===== src/rtl/chess_sprite_addr_ctrl_if.sv =====
`default_nettype none
// ============================================================================
// chess_sprite_addr_ctrl_if : pixel, board-write and sprite-address bundle
// Revision: 1.0
// ============================================================================
interface chess_sprite_addr_ctrl_if;
  logic        pix_en;
  logic [9:0]  DrawX;
  logic [9:0]  DrawY;
  logic        wr_en;
  logic [5:0]  wr_sq;
  logic [3:0]  wr_piece;
  logic        wr_ack;
  logic        load_req;
  logic        busy;
  logic [5:0]  rd_sq;
  logic [3:0]  rd_piece;
  logic [16:0] sprite_addr;
  logic        addr_valid;
  logic        in_board;
  logic        in_board_ram;

  modport master (
    output pix_en, DrawX, DrawY, wr_en, wr_sq, wr_piece, load_req, rd_sq,
    input  wr_ack, busy, rd_piece, sprite_addr, addr_valid, in_board, in_board_ram
  );

  modport slave (
    input  pix_en, DrawX, DrawY, wr_en, wr_sq, wr_piece, load_req, rd_sq,
    output wr_ack, busy, rd_piece, sprite_addr, addr_valid, in_board, in_board_ram
  );
endinterface
`default_nettype wire


===== src/rtl/chess_sprite_addr_ctrl.sv =====
`default_nettype none
// ============================================================================
// chess_sprite_addr_ctrl : chess board state + VGA pixel to sprite ROM address
// Revision: 1.0
// ============================================================================
module chess_sprite_addr_ctrl #(
  parameter int BOARD_X0 = 80,
  parameter int BOARD_Y0 = 0,
  parameter int SQ_PIX   = 60
) (
  input logic                     CLK,
  input logic                     RESET,
  chess_sprite_addr_ctrl_if.slave bus
);

  localparam logic [10:0] X_LO = 11'(BOARD_X0);
  localparam logic [10:0] X_HI = 11'(BOARD_X0 + 8 * SQ_PIX);
  localparam logic [10:0] Y_LO = 11'(BOARD_Y0);
  localparam logic [10:0] Y_HI = 11'(BOARD_Y0 + 8 * SQ_PIX);

  typedef enum logic [0:0] {ST_LOAD = 1'b0, ST_IDLE = 1'b1} state_e;

  state_e      state_q, state_d;
  logic [5:0]  idx_q, idx_d;
  logic [3:0]  board_q [64];
  logic        wr_ack_q;
  logic        w_busy;
  logic        w_we;
  logic [5:0]  w_wsq;
  logic [3:0]  w_wdata;

  // Back rank for black; white rank 1 is the same types with the white bit set.
  function automatic logic [3:0] init_piece(input logic [5:0] idx);
    logic [3:0] back;
    case (idx[2:0])
      3'd0, 3'd7: back = 4'h4;
      3'd1, 3'd6: back = 4'h3;
      3'd2, 3'd5: back = 4'h2;
      3'd3:       back = 4'h5;
      default:    back = 4'h6;
    endcase
    case (idx[5:3])
      3'd0:    init_piece = back;
      3'd1:    init_piece = 4'h1;
      3'd6:    init_piece = 4'h9;
      3'd7:    init_piece = {1'b1, back[2:0]};
      default: init_piece = 4'h0;
    endcase
  endfunction

  always_ff @(posedge CLK or posedge RESET) begin
    if (RESET) begin
      state_q  <= ST_LOAD;
      idx_q    <= '0;
      wr_ack_q <= 1'b0;
    end else begin
      state_q  <= state_d;
      idx_q    <= idx_d;
      wr_ack_q <= bus.wr_en && (state_q == ST_IDLE);
    end
  end

  always_comb begin
    state_d = state_q;
    idx_d   = idx_q;
    w_busy  = 1'b0;
    w_we    = 1'b0;
    w_wsq   = bus.wr_sq;
    w_wdata = bus.wr_piece;
    case (state_q)
      ST_LOAD: begin
        w_busy  = 1'b1;
        w_we    = 1'b1;
        w_wsq   = idx_q;
        w_wdata = init_piece(idx_q);
        idx_d   = idx_q + 6'd1;
        if (idx_q == 6'd63) state_d = ST_IDLE;
      end
      default: begin
        w_we = bus.wr_en;
        if (bus.load_req) begin
          state_d = ST_LOAD;
          idx_d   = '0;
        end
      end
    endcase
  end

  always_ff @(posedge CLK or posedge RESET) begin
    if (RESET) begin
      for (int i = 0; i < 64; i++) board_q[i] <= 4'h0;
    end else if (w_we) begin
      board_q[w_wsq] <= w_wdata;
    end
  end

  assign bus.busy     = w_busy;
  assign bus.wr_ack   = wr_ack_q;
  assign bus.rd_piece = board_q[bus.rd_sq];

  // S0: board-relative offsets split into square index and in-square pixel.
  logic [9:0]  w_xo, w_yo, w_px, w_py;
  logic [2:0]  w_col, w_row;
  logic [11:0] w_off;
  logic        w_inside;

  always_comb begin
    w_xo  = bus.DrawX - X_LO[9:0];
    w_yo  = bus.DrawY - Y_LO[9:0];
    w_col = '0;
    w_row = '0;
    for (int t = 1; t < 8; t++) begin
      if (w_xo >= 10'(t * SQ_PIX)) w_col = w_col + 3'd1;
      if (w_yo >= 10'(t * SQ_PIX)) w_row = w_row + 3'd1;
    end
    w_px     = w_xo - 10'(w_col) * 10'(SQ_PIX);
    w_py     = w_yo - 10'(w_row) * 10'(SQ_PIX);
    w_off    = 12'(w_py) * 12'(SQ_PIX) + 12'(w_px);
    w_inside = ({1'b0, bus.DrawX} >= X_LO) && ({1'b0, bus.DrawX} < X_HI) &&
               ({1'b0, bus.DrawY} >= Y_LO) && ({1'b0, bus.DrawY} < Y_HI);
  end

  logic [5:0]  s1_sq_q;
  logic [11:0] s1_off_q;
  logic        s1_light_q, s1_in_q, s1_v_q;
  logic [16:0] sprite_addr_q;
  logic        addr_valid_q, in_board_q, in_board_ram_q;

  always_ff @(posedge CLK or posedge RESET) begin
    if (RESET) begin
      s1_sq_q        <= '0;
      s1_off_q       <= '0;
      s1_light_q     <= 1'b0;
      s1_in_q        <= 1'b0;
      s1_v_q         <= 1'b0;
      sprite_addr_q  <= '0;
      addr_valid_q   <= 1'b0;
      in_board_q     <= 1'b0;
      in_board_ram_q <= 1'b0;
    end else begin
      s1_v_q <= bus.pix_en;
      if (bus.pix_en) begin
        s1_sq_q    <= {w_row, w_col};
        s1_off_q   <= w_off;
        s1_light_q <= ~(w_row[0] ^ w_col[0]);
        s1_in_q    <= w_inside;
      end
      // Board read sees the pre-write value on a same-cycle write.
      if (s1_v_q)
        sprite_addr_q <= s1_in_q ? {s1_light_q, board_q[s1_sq_q], s1_off_q} : 17'h0;
      addr_valid_q   <= s1_v_q;
      in_board_q     <= s1_v_q & s1_in_q;
      in_board_ram_q <= in_board_q;
    end
  end

  assign bus.sprite_addr  = sprite_addr_q;
  assign bus.addr_valid   = addr_valid_q;
  assign bus.in_board     = in_board_q;
  assign bus.in_board_ram = in_board_ram_q;

endmodule
`default_nettype wire


===== src/flat_wrapper.sv =====
// flat-port wrapper written by rule: the top's interface ports become plain ports
module chess_sprite_addr_ctrl_flat 
#(
  parameter int BOARD_X0 = 80,
  parameter int BOARD_Y0 = 0,
  parameter int SQ_PIX   = 60
)
  (CLK, RESET, bus_pix_en, bus_DrawX, bus_DrawY, bus_wr_en, bus_wr_sq, bus_wr_piece, bus_load_req, bus_rd_sq, bus_wr_ack, bus_busy, bus_rd_piece, bus_sprite_addr, bus_addr_valid, bus_in_board, bus_in_board_ram);
  chess_sprite_addr_ctrl_if bus_i ();
  input logic CLK;
  input logic RESET;
  input wire logic [$bits(bus_i.pix_en)-1:0] bus_pix_en;
  input wire logic [$bits(bus_i.DrawX)-1:0] bus_DrawX;
  input wire logic [$bits(bus_i.DrawY)-1:0] bus_DrawY;
  input wire logic [$bits(bus_i.wr_en)-1:0] bus_wr_en;
  input wire logic [$bits(bus_i.wr_sq)-1:0] bus_wr_sq;
  input wire logic [$bits(bus_i.wr_piece)-1:0] bus_wr_piece;
  input wire logic [$bits(bus_i.load_req)-1:0] bus_load_req;
  input wire logic [$bits(bus_i.rd_sq)-1:0] bus_rd_sq;
  output wire logic [$bits(bus_i.wr_ack)-1:0] bus_wr_ack;
  output wire logic [$bits(bus_i.busy)-1:0] bus_busy;
  output wire logic [$bits(bus_i.rd_piece)-1:0] bus_rd_piece;
  output wire logic [$bits(bus_i.sprite_addr)-1:0] bus_sprite_addr;
  output wire logic [$bits(bus_i.addr_valid)-1:0] bus_addr_valid;
  output wire logic [$bits(bus_i.in_board)-1:0] bus_in_board;
  output wire logic [$bits(bus_i.in_board_ram)-1:0] bus_in_board_ram;
  assign bus_i.pix_en = bus_pix_en;
  assign bus_i.DrawX = bus_DrawX;
  assign bus_i.DrawY = bus_DrawY;
  assign bus_i.wr_en = bus_wr_en;
  assign bus_i.wr_sq = bus_wr_sq;
  assign bus_i.wr_piece = bus_wr_piece;
  assign bus_i.load_req = bus_load_req;
  assign bus_i.rd_sq = bus_rd_sq;
  assign bus_wr_ack = bus_i.wr_ack;
  assign bus_busy = bus_i.busy;
  assign bus_rd_piece = bus_i.rd_piece;
  assign bus_sprite_addr = bus_i.sprite_addr;
  assign bus_addr_valid = bus_i.addr_valid;
  assign bus_in_board = bus_i.in_board;
  assign bus_in_board_ram = bus_i.in_board_ram;
  chess_sprite_addr_ctrl #(.BOARD_X0(BOARD_X0), .BOARD_Y0(BOARD_Y0), .SQ_PIX(SQ_PIX)) u_core (.CLK(CLK), .RESET(RESET), .bus(bus_i));
endmodule

===== config.mk =====
export PLATFORM = sky130hd
export DESIGN_NAME = chess_sprite_addr_ctrl_flat
export DESIGN_NICKNAME = d
export VERILOG_FILES = /design/src/rtl/chess_sprite_addr_ctrl_if.sv /design/src/rtl/chess_sprite_addr_ctrl.sv /design/src/flat_wrapper.sv
export SDC_FILE = /design/constraint.sdc
export NUM_CORES = 1
export LEC_CHECK = 0
export ABC_AREA = 1
export CORE_MARGIN = 2
export CORE_UTILIZATION = 67
export CTS_CLUSTER_DIAMETER = 60
export CTS_CLUSTER_SIZE = 12
export DETAILED_ROUTE_END_ITERATION = 6
export GPL_ROUTABILITY_DRIVEN = 0
export PLACE_DENSITY = 0.86
export SYNTH_ARGS = -nofsm -noshare
export SYNTH_HDL_FRONTEND = slang
export SYNTH_SLANG_ARGS = --single-unit

===== constraint.sdc =====
create_clock -name CLK -period 15.06 [get_ports CLK]
set_input_delay 1.506 -clock CLK [delete_from_list [all_inputs] [get_ports CLK]]
set_output_delay 1.506 -clock CLK [all_outputs]
set_load 0.01 [all_outputs]

After elaboration in Yosys (flattened, before gate mapping)

Cells that the tools add are included.

Bits in registers: 305
Latch bits: 0
Memory bits (writable): 0
Memory bits (read-only): 0
Input bits: 41
Output and inout bits: 26
Word-level logic and storage cells: 178
Memories kept: 0

$add $sub $neg: 17
Multipliers: 3
Div/mod/pow operators: 0
Order comparisons: 21
Equal/unequal tests: 11
Shift operators: 0
Muxes and demuxes: 35
Bitwise logic cells: 6
Reduce and logical (&&, ||, !) cells: 9

Operators by type and width:

| kind                  | count |
|---|---|
| $bwmux 256            | 1 |
| $ge 10x9->1 const B   | 6 |
| $bmux 4 s6            | 2 |
| $ge 10x8->1 const B   | 4 |
| $mux 3                | 12 |
| $add 3x1->3 const B   | 10 |
| $ge 10x7->1 const B   | 3 |
| $demux 4 s6           | 1 |
| $mux 4                | 6 |
| $ge 7x7->1 const B    | 3 |
| $not 6->7             | 3 |
| $ge 10x6->1 const B   | 2 |
| $sub 10x9->10         | 2 |
| $mux 6                | 3 |
| $mux 17               | 1 |
| $pmux 4 s4            | 1 |
| $eq 3x3->1 const B    | 5 |
| $mul 3x4->7 const B   | 2 |
| $add 12x10->12        | 1 |
| $pmux 3 s4            | 1 |
| $lt 10x10->1 const B  | 1 |
| $lt 10x9->1 const B   | 1 |
| $mul 10x4->10 const B | 1 |
| $sub 10x7->10 const B | 1 |
| 14 further kinds      | 29 |

Depth between registers and ports, before layout

Word-level depth: 18
Depth in mapped cells: 62
Depth with buffers taken out: 62

Least setup slack after synthesis

No wires, ideal clock.

Kind: in2reg
Start: input bus_DrawY[5]
End: register u_core.s1_off_q[11]
Arrival: 9.155 ns
Required time: 14.943 ns
Path slack: 5.788 ns
Stages: 46
Path buffers: 0
Cells stage by stage: nand2_2 -> clkinv_2 -> nand2_1 -> o21ai_0 -> inv_1 -> ha_1 -> xor2_4 -> ha_1 -> nand2_1 -> nand2_1 -> ha_1 -> nor2_1 -> a31oi_1 -> ha_1 -> nand2_1 -> nand2_1 -> ha_1 -> nand2_1 -> (+10 left out) -> nand2_1 -> inv_1 -> fa_1 -> inv_1 -> fa_1 -> inv_1 -> ha_1 -> xnor2_1 -> inv_1 -> ha_1 -> nand2_1 -> nand2_1 -> nand2_1 -> xor2_1 -> nand2_1 -> nand2_1 -> nand2_1 -> nand2_1

Cells in the longest elaborated chain, start to end: 18
Elaborated cells on any way between the ends: 24

RTL lines:

| element                   | line                          | text |
|---|---|---|
| start, declared           | flat_wrapper.sv:14            | `input wire logic [$bits(bus_i.DrawY)-1:0] bus_DrawY;` |
| $ge 10x6->1               | chess_sprite_addr_ctrl.sv:114 | `if (w_yo >= 10'(t * SQ_PIX)) w_row = w_row + 3'd1;` |
| $mux 1                    | chess_sprite_addr_ctrl.sv:114 |  |
| $add 1x1->2               | chess_sprite_addr_ctrl.sv:114 |  |
| $mux 3                    | chess_sprite_addr_ctrl.sv:114 |  |
| $add 3x1->3               | chess_sprite_addr_ctrl.sv:114 |  |
| $mux 3                    | chess_sprite_addr_ctrl.sv:114 |  |
| $add 3x1->3               | chess_sprite_addr_ctrl.sv:114 |  |
| $mux 3                    | chess_sprite_addr_ctrl.sv:114 |  |
| (+3 left out)             | n/a                           |  |
| $mux 3                    | chess_sprite_addr_ctrl.sv:114 |  |
| $add 3x1->3               | chess_sprite_addr_ctrl.sv:114 |  |
| $mux 3 *                  | chess_sprite_addr_ctrl.sv:114 |  |
| named net u_core.w_row[2] | chess_sprite_addr_ctrl.sv:103 | `logic [2:0] w_col, w_row;` |
| $mul 3x4->7 *             | chess_sprite_addr_ctrl.sv:117 | `w_py = w_yo - 10'(w_row) * 10'(SQ_PIX);` |
| $sub 10x9->10 *           | chess_sprite_addr_ctrl.sv:117 |  |
| $mul 10x4->10 *           | chess_sprite_addr_ctrl.sv:118 | `w_off = 12'(w_py) * 12'(SQ_PIX) + 12'(w_px);` |
| $add 12x10->12 *          | chess_sprite_addr_ctrl.sv:118 |  |
| end signal, assigned      | chess_sprite_addr_ctrl.sv:144 | `s1_off_q <= w_off;` |
| end, declared             | chess_sprite_addr_ctrl.sv:124 | `logic [11:0] s1_off_q;` |

Mark *: on every way through the listed nets, which the timed path passes. The rest lies on a longest branch.
A chain may end at the register's enable or synchronous reset.

Worst setup path in the final report

Same ends and word-level chain as after synthesis.

==> metrics.yaml <==
synth_most_common_cell: "o21ai_0"
cp.required_ps: 15530
synth_area_leaders: "dfrtp_1 (40%), o21ai_0 (15%), nand2_1 (10%), nor2_1 (6.4%), ha_1 (4.3%)"
finalCritPeriodShare_pct: 66.91
grt_pass1_wl_um: 91240
syn-mean-instance-area_um2: 7.486
critPathMaxFanout: 5
hold_buffers: 0
crit_top_cell: "nand2_1"
critPathMaxStageDelay_ps: 580
synth_edf_count: 0
cts_setup_buffers: 0
synthCells: 2526
clkLatencyLatePin_ps: 580
hold_violations: 0
cts_tree: "done"
yosysSeqAreaShare_pct: 40.36
via_per_inst: 6.574
rsz0062_at_grt: "no"
final_cell_area_um2: 20620
hp-class: "reg -> reg"
netlist_area_um2: 18910
synth-seq-cells: 305
gr-total-overflow: 0
port_buffers: 66
drc_errors: 7
drt_iter0_markers: 3212
fin_tns_setup_ps: 0
nFillCells: 2080
yosys_warnings: 0
hpwl_um: 35840
regArea_um2: 7636
die_y_um: 172
ys_types: 51
grt_max_degree: 143
start_kind: "input port"
die_w_um: 172
cts_resized: 0
area_growth_syn_to_layout_pct: 9.031
failed_checks: "design-rule violations"
coreArea_um2: 27780
cts_root_buf: "clkbuf_16"
placementRows: 61
synthArstFlopShare_pct: 100.0
dieArea_um2: 29580
cts.path.max_buffers: 3
ios: 67
cts_inserted_buffers: 31
dpl_cell_area_um2: 19690
antenna_found_initial: 0
synth_area_leader_cell: "dfrtp_1"
slew_violations: 0
start_util_pct: 68.07
wl_per_cell_um: 20.01
syn-num-nets: 2653
max_clock_freq_ghz: 0.09924
drive_above_1_share_pct: 4.291
status: "complete, but fails checks"
cts_num_sinks: 305
drt-total-wl_um: 57940
synth_flop_cell: "dfrtp_1"
yosys-top-cells-count: "o21ai_0 (561), nand2_1 (511), nor2_1 (323), dfrtp_1 (305), inv_1 (180)"
maxCapViolations: 0
worst_slew_pin_slew_ps: 1260
setup_viol: 0
timing.final.crit_period_ps: 10080
critical_path_class: "in -> reg"
critPathCaptureType: "flop"
antenna_cells: 0
grt_pass1_vias: 18010
grt_usage_pct: 38.99
firstDrtPassIters: 7
multi_input_area_um2: 10080
synth_top_cell_area_share_pct: 40.36
clk_pin_slew_ps: 60
htree_num_levels: 1
ant_nets: 0
finClkSkew_ps: 30.02
crit_path_top_delay_cell: "clkdlybuf4s50_1"
relSlewSlack_pct: 15.39
cp.arrival_ps: 10550
layout.nets: 2634
vias: 19030
area by class of cell:
type | instances | share of cell area, %
Multi-Input combinational cell | 1898 | 48.89
Sequential cell | 305 | 37.04
Clock buffer | 36 | 3.902
Timing Repair Buffer | 85 | 3.859
Inverter | 186 | 3.441
Tap cell | 378 | 2.294
Clock inverter | 7 | 0.5826
worst max-delay path, delay by kind of cell:
kind | cells | cell delay, ps
adders and majority gates | 12 | 4310
xor gates and xnor gates | 6 | 1500
buffers and inverters | 8 | 1110
and+or+nand+nor | 16 | 1080
AOI/OAI and AO/OA | 6 | 1040
path summary, 6_finish.rpt:
path / from / endpoint / slack [ps] / cells past startpoint
max: bus_DrawY[5] / u_core.s1_off_q[11] / 4980 / 48
min: u_core.bus.in_board / u_core.bus.in_board_ram / 390 / 0
max reg2reg: u_core.s1_sq_q[0] / u_core.bus.sprite_addr[14] / 11070 / 10
min reg2reg: u_core.bus.in_board / u_core.bus.in_board_ram / 390 / 0
max in group asynchronous: RESET / u_core.board_q[152] / 10910 / 4
min in group asynchronous: RESET / u_core.board_q[253] / 1510 / 2
flip-flops by register name, summed over array words and instances, names as in the netlist:
register and cells:
u_core.state_q 1, u_core.s1_off_q 12, u_core.s1_in_q 1, u_core.bus.wr_ack 1, u_core.bus.addr_valid 1, u_core.idx_q 6, u_core.bus.sprite_addr 17, u_core.bus.in_board 1
u_core.bus.in_board_ram 1, u_core.s1_v_q 1, u_core.board_q 256, u_core.s1_sq_q 6, u_core.s1_light_q 1
logic make-up (layout without fill, tap and decap cells):
group	after synthesis	after routing	synth area share, %
AOI/OAI and AO/OA	812	812	24.06
DFF	305	305	40.36
xor gates and xnor gates	36	36	1.806
adders and majority gates	86	86	6.524
buffers and inverters	323	314	6.557
and+or+nand+nor	964	964	20.70
per-layer routing:
layer,routed length [µm],global-route usage (%)
met5,0,0
met1,21560,50.80
met4,3240,21.12
met3,7214,6.752
met2,25920,62.53
metrics by stage:
step	hold WS (ps)	setup WS, ps	instances	util [%]
2_1_floorplan	351.9	5123	2526	-
3_3_place_gp	372.7	4828	2852	70.89
6_report	387.3	4983	2895	74.22
5_1_grt	393.8	4267	2895	74.22
3_5_place_dp	369.0	4488	2852	70.89
4_1_cts	389.9	5041	2895	74.22
layout by cell type (no fill, tap or decap), types with 8 or more instances in the layout:
master           instances
inv_1                  177
nand2_2                 11
a31oi_1                  8
clkbuf_16               31
nand2_1                511
clkdlybuf4s50_1         64
a21oi_1                 46
nor2_1                 323
o21ai_0                561
o22ai_1                 78
o21ai_1                 18
buf_4                   20
ha_1                    65
xor2_1                  16
o221ai_1                66
nand3_1                 87
xnor2_1                 18
fa_1                    21
dfrtp_1                304
Power is left out: the tool's default activity adds up to more than one toggle a clock period on the data nets, which glitch-free logic cannot reach.
